File: config.mk
export PLATFORM = sky130hd
export DESIGN_NAME = dot_product_accumulator
export DESIGN_NICKNAME = d
export VERILOG_FILES = /design/src/rtl/dot_acc_pkg.sv /design/src/rtl/dot_product_accumulator_adder.sv /design/src/rtl/dot_product_accumulator.sv
export SDC_FILE = /design/constraint.sdc
export NUM_CORES = 1
export LEC_CHECK = 0
export BUFFER_PORTS_ARGS = -buffer_cell sky130_fd_sc_hd__buf_2
export CAP_MARGIN = 40
export CORE_UTILIZATION = 35
export CTS_CLUSTER_DIAMETER = 60
export DETAILED_ROUTE_END_ITERATION = 7
export PLACE_DENSITY_LB_ADDON = 0.1
export SETUP_SLACK_MARGIN = 0.5
export SLEW_MARGIN = 20
export SYNTH_ARGS = -nofsm -noshare
export SYNTH_HDL_FRONTEND = slang
export SYNTH_SLANG_ARGS = --single-unit
export TNS_END_PERCENT = 50
File: constraint.sdc
create_clock -name clk -period 1.92 [get_ports clk]
set_input_delay 0 -clock clk [delete_from_list [all_inputs] [get_ports clk]]
set_output_delay 0 -clock clk [all_outputs]
set_load 0.01 [all_outputs]
File: src/rtl/dot_acc_pkg.sv
// Shared types and the saturating adder helper for the dot-product accumulator.
package dot_acc_pkg;

    typedef enum logic {
        ACCUM = 1'b0,
        HOLD  = 1'b1
    } state_t;

    // Working width of sat_add; callers sign-extend operands up to it.
    localparam int SAT_W = 64;

    typedef struct packed {
        logic [SAT_W-1:0] sum;
        logic             overflow;
    } sat_sum_t;

    // Adds two sign-extended operands and clamps the result to a signed
    // 'width'-bit range (width < SAT_W), flagging when the clamp engaged.
    function automatic sat_sum_t sat_add(input logic signed [SAT_W-1:0] a,
                                         input logic signed [SAT_W-1:0] b,
                                         input int                      width);
        logic signed [SAT_W-1:0] full;
        logic signed [SAT_W-1:0] max_v;
        logic signed [SAT_W-1:0] min_v;
        sat_sum_t                r;
        full       = a + b;
        max_v      = (64'sd1 <<< (width - 1)) - 64'sd1;
        min_v      = -max_v - 64'sd1;
        r.sum      = full;
        r.overflow = 1'b0;
        if (full > max_v) begin
            r.sum      = max_v;
            r.overflow = 1'b1;
        end else if (full < min_v) begin
            r.sum      = min_v;
            r.overflow = 1'b1;
        end
        return r;
    endfunction

endpackage

File: src/rtl/dot_product_accumulator_adder.sv
// Sign-extending accumulator adder. DOT_ACC_SATURATE_EN selects clamping
// to the ACC_W signed range; otherwise the sum wraps and overflow is 0.
module acc_adder
    import dot_acc_pkg::*;
#(
    parameter int N     = 4,
    parameter int ACC_W = 2*N + 2
) (
    input  logic [ACC_W-1:0] acc,
    input  logic [2*N-1:0]   prod,
    output logic [ACC_W-1:0] sum,
    output logic             overflow
);

`ifdef DOT_ACC_SATURATE_EN
    sat_sum_t res;
    logic     sat_unused;

    assign res        = sat_add(SAT_W'($signed(acc)), SAT_W'($signed(prod)), ACC_W);
    assign sum        = res.sum[ACC_W-1:0];
    assign overflow   = res.overflow;
    // Clamped value always fits in ACC_W, so the upper bits are redundant.
    assign sat_unused = ^res.sum[SAT_W-1:ACC_W];
`else
    assign sum      = acc + ACC_W'($signed(prod));
    assign overflow = 1'b0;
`endif

endmodule

File: src/rtl/dot_product_accumulator.sv
// Sums TERMS signed products into one result held on a valid/ready port.
// Build with DOT_ACC_SATURATE_EN for clamping adds and a sticky sat flag.
//
//   state | meaning
//   ACCUM | accepting products, building the partial sum
//   HOLD  | result presented on acc_out, waiting for acc_ready
module dot_product_accumulator
    import dot_acc_pkg::*;
#(
    parameter int N     = 4,
    parameter int TERMS = 4,
    parameter int ACC_W = 2*N + $clog2(TERMS)
) (
    input  logic             clk,
    input  logic             rst,
    input  logic             clear,
    input  logic [2*N-1:0]   prod,
    input  logic             prod_valid,
    output logic             prod_ready,
    output logic [ACC_W-1:0] acc_out,
    output logic             acc_valid,
    input  logic             acc_ready,
    output logic             sat
);

    localparam int CNT_W = (TERMS > 1) ? $clog2(TERMS) : 1;

    state_t           state;
    state_t           state_nxt;
    logic [ACC_W-1:0] acc;
    logic [ACC_W-1:0] acc_sum;
    logic [CNT_W-1:0] count;
    logic             add_ovf;
    logic             sat_run;
    logic             accept;
    logic             last_term;

    assign accept    = prod_valid & prod_ready;
    assign last_term = (count == CNT_W'(TERMS - 1));

    acc_adder #(
        .N     (N),
        .ACC_W (ACC_W)
    ) u_adder (
        .acc      (acc),
        .prod     (prod),
        .sum      (acc_sum),
        .overflow (add_ovf)
    );

    always_ff @(posedge clk) begin
        if (rst) begin
            state <= ACCUM;
        end else begin
            state <= state_nxt;
        end
    end

    always_comb begin
        state_nxt = state;
        if (clear) begin
            state_nxt = ACCUM;
        end else begin
            case (state)
                ACCUM: if (accept && last_term)     state_nxt = HOLD;
                HOLD:  if (acc_valid && acc_ready)  state_nxt = ACCUM;
                default:                            state_nxt = ACCUM;
            endcase
        end
    end

    // prod_ready decodes registered state only, so acc_ready never reaches it.
    always_comb begin
        prod_ready = 1'b0;
        if (state == ACCUM) begin
            prod_ready = 1'b1;
        end
    end

    always_ff @(posedge clk) begin
        if (rst) begin
            acc       <= '0;
            count     <= '0;
            acc_out   <= '0;
            acc_valid <= 1'b0;
            sat       <= 1'b0;
            sat_run   <= 1'b0;
        end else if (clear) begin
            acc       <= '0;
            count     <= '0;
            acc_valid <= 1'b0;
            sat       <= 1'b0;
            sat_run   <= 1'b0;
        end else if (accept) begin
            if (last_term) begin
                acc_out   <= acc_sum;
                acc_valid <= 1'b1;
                sat       <= sat_run | add_ovf;
                acc       <= '0;
                count     <= '0;
                sat_run   <= 1'b0;
            end else begin
                acc     <= acc_sum;
                count   <= count + CNT_W'(1);
                sat_run <= sat_run | add_ovf;
            end
        end else if (acc_valid && acc_ready) begin
            acc_valid <= 1'b0;
            sat       <= 1'b0;
        end
    end

endmodule

==> impl_metrics.csv <==
group,metric,value,unit
status,status,"finished clean",
clock_network,clk_pin_slew,0.09,ns
worst_setup_path,max_stage_delay,0.34,ns
synth,synth_edf_count,0,
sta,skew,0.002091,ns
clock_network,cts_num_sinks,24,
synth,synth_top_area_share,34.16,%
synth,syn_nets,196,
worst_setup_path,cp_top_family,"compound AO/OA/AOI/OAI gates",
layout,drive_above_1_share,35.68,%
worst_setup_path,path_max_fanout,3,
drt,drc_errors,0,
floorplan,die_y,65.39,um
worst_setup_path,arrival,1.98,ns
sta,fin_crit,1.809,ns
placement,port_buffers,24,
synth,synth_seq_area_share,34.16,%
layout,area_growth,31.32,%
floorplan,start_util,37.57,%
synth,synth.top_cells.by_count,"dfxtp_1, nor2_1, a21oi_1",
layout,multi_input_area,1030,um^2
power_and_ir_drop,powerDensity,598.0,nW/um^2
layout,n_antenna_cell,0,
worst_setup_path,cp-start-kind,"flop",
synth,synth_area_leaders,"dfxtp_1, ha_1, a21oi_1",
sta,setup_tns,0,ns
layout,layout.nets,224,
worst_setup_path,cp_cell_sequence,"ha_4, inv_2, fa_2, nor2b_4, o31a_1, o22a_2, xnor2_2, o41ai_1",
drt,drt_iter0_drc,40,
clock_network,htreeDepth,1,
drt,ant_nets,0,
clock_network,cts_buffers,3,
power_and_ir_drop,p_leak,0.7149,nW
placement,place_congestion,0.8166,
synth,syn_inst,172,
sta,setup_viol,0,
global_route,grt_overflow,0,
job,drv_cap,0,
worst_setup_path,end_kind,"flop",
drt,routed_wl,3491,um
global_route,grt_usage,18.15,%
synth,yosys.area.top_type,"dfxtp_1",
floorplan,io_pins,26,
sta,fin_ws,0.1110,ns
sta,finalMaxSlewViolations,0,
synth,async_reset_ff_share,0,%
synth,synth_most_common_cell,"dfxtp_1",
placement,place_ws,0.1031,ns
drt,avgRoutedWirePerCell,14.13,um
placement,hpwl,2540,um
power_and_ir_drop,peakVddDrop,280.1,uV
worst_setup_path,path_buf_inv,1,
synth,avgSynthCellArea,8.176,um^2
clock_network,clk-insertion-delay-late,0.27,ns
floorplan,die_area,4276,um^2
drt,vias_per_cell,5.401,
layout,regArea,489.2,um^2
sta,finalCritPeriodShare,94.22,%
worst_setup_path,cpMaxStageDelayCell,"dfxtp_2",
drt,via_count,1334,
clock_network,cts_tree,"yes",
clock_network,cts_buffer_depth,2,
sta,hold_viol,0,
floorplan,core_area,3744,um^2
global_route,grt_max_degree,15,
global_route,grt_pass1_vias,1274,
layout,nFillCells,371,
global_route,antenna_found_initial,0,
global_route,grt_pass1_wl,5878,um
sta,max_freq,552.8,MHz
worst_hold_path,min_path_type,"in2reg",
synth,yosys_warnings,0,
worst_setup_path,crit_type,"reg2reg",
synth,synth_cell_types,47,
drt,drt_pass1_iterations,4,
clock_network,root_buffer,"clkbuf_8",
floorplan,die_w,65.39,um
worst_setup_path,crit_required,2.09,ns
synth,mappedNetlistArea,1406,um^2
synth,synth_seq_cells,24,
sta,rsz0062_at_grt,"true",
floorplan,rows,22,
synth,synth_flop_cell,"dfxtp_1",
[final timing paths]
kind	start	to	slack (ns)	depth (start not counted)
min reg2reg	acc_out[2]	acc_out[2]	0.45	2
max	acc[0]	acc[8]	0.11	8
min	rst	acc_out[5]	0.04	2
max reg2reg	acc[0]	acc[8]	0.11	8
[where the power goes]
part	total [mW]	switching, mW	internal (mW)
logic	0.231	0.119	0.112
registers	0.517	0.00952	0.507
clock network	0.356	0.173	0.184
total	1.10	0.302	0.803
[placed cells by master, fill, tap and decap left out, types with 2 or more instances in the layout]
master,count
buf_2,24
nor2_1,20
dfxtp_1,19
nand2_1,17
a21oi_1,15
ha_4,9
buf_4,8
nand3_1,6
inv_1,5
nor3_1,4
a21oi_2,4
nand4_1,4
dfxtp_2,4
clkbuf_8,4
o21ai_0,3
or3_4,3
o21a_1,3
a21o_1,2
mux2i_1,2
a32oi_1,2
xnor2_1,2
a22oi_1,2
a211oi_1,2
[metal layers]
metal	share of wire, %	GRT usage [%]	routed length (um)	vias up
met4	1.7	8.424	60	0
met5	0	0	0	-
met1	47	22.64	1636	626
li1	-	-	-	679
met2	47	30.67	1644	24
met3	4.3	2.431	149	5
[through the flow]
| step | cells | total power, mW | instance area, um^2 | util, % | hold slack, ns |
|---|---|---|---|---|---|
| floorplan | 172 | 0.6557 | 1424 | - | 0.1844 |
| global route | 247 | 1.164 | 1847 | 49.33 | 0.03193 |
| detailed placement | 239 | 0.7049 | 1593 | 42.55 | 0.2966 |
| CTS | 246 | 1.102 | 1802 | 48.13 | 0.03255 |
| finish | 247 | 1.104 | 1847 | 49.33 | 0.03684 |
| global placement | 239 | 0.7023 | 1593 | 42.55 | 0.2886 |
[cell type report]
| class | count | area share, % |
|---|---|---|
| Inverter | 6 | 1.220 |
| Timing Repair Buffer | 33 | 10.30 |
| Clock buffer | 4 | 2.981 |
| Multi-Input combinational cell | 132 | 55.76 |
| Sequential cell | 24 | 26.49 |
| Tap cell | 48 | 3.252 |
[sequential cells by signal, summed over array words and instances (netlist names)]
signal and count:
acc 10, acc_out 10, count 2, acc_valid 1, state 1
[repair_timing]
| action | 4_1_cts | 5_1_grt |
|---|---|---|
| buffers inserted | 2 | 1 |
| pin swaps | 13 | 7 |
| resized for setup | 20 | 8 |
| hold buffers | 1 | 0 |
| endpoints found under the setup margin | 18 | 19 |
| hold endpoints to repair | 1 | 0 |
[cells by family (layout without fill, tap and decap cells)]
group | count (synthesis) | after routing | share of synthesized area [%]
xor gates and xnor gates | 3 | 3 | 1.869
and+or+nand+nor | 67 | 67 | 23.22
AOI/OAI and AO/OA | 48 | 48 | 23.67
muxes | 2 | 2 | 1.424
other | 1 | 1 | 0.2666
buffers and inverters | 16 | 43 | 5.071
adders and majority gates | 11 | 11 | 10.32
DFF | 24 | 24 | 34.16
(Power assumes the default switching activity.)
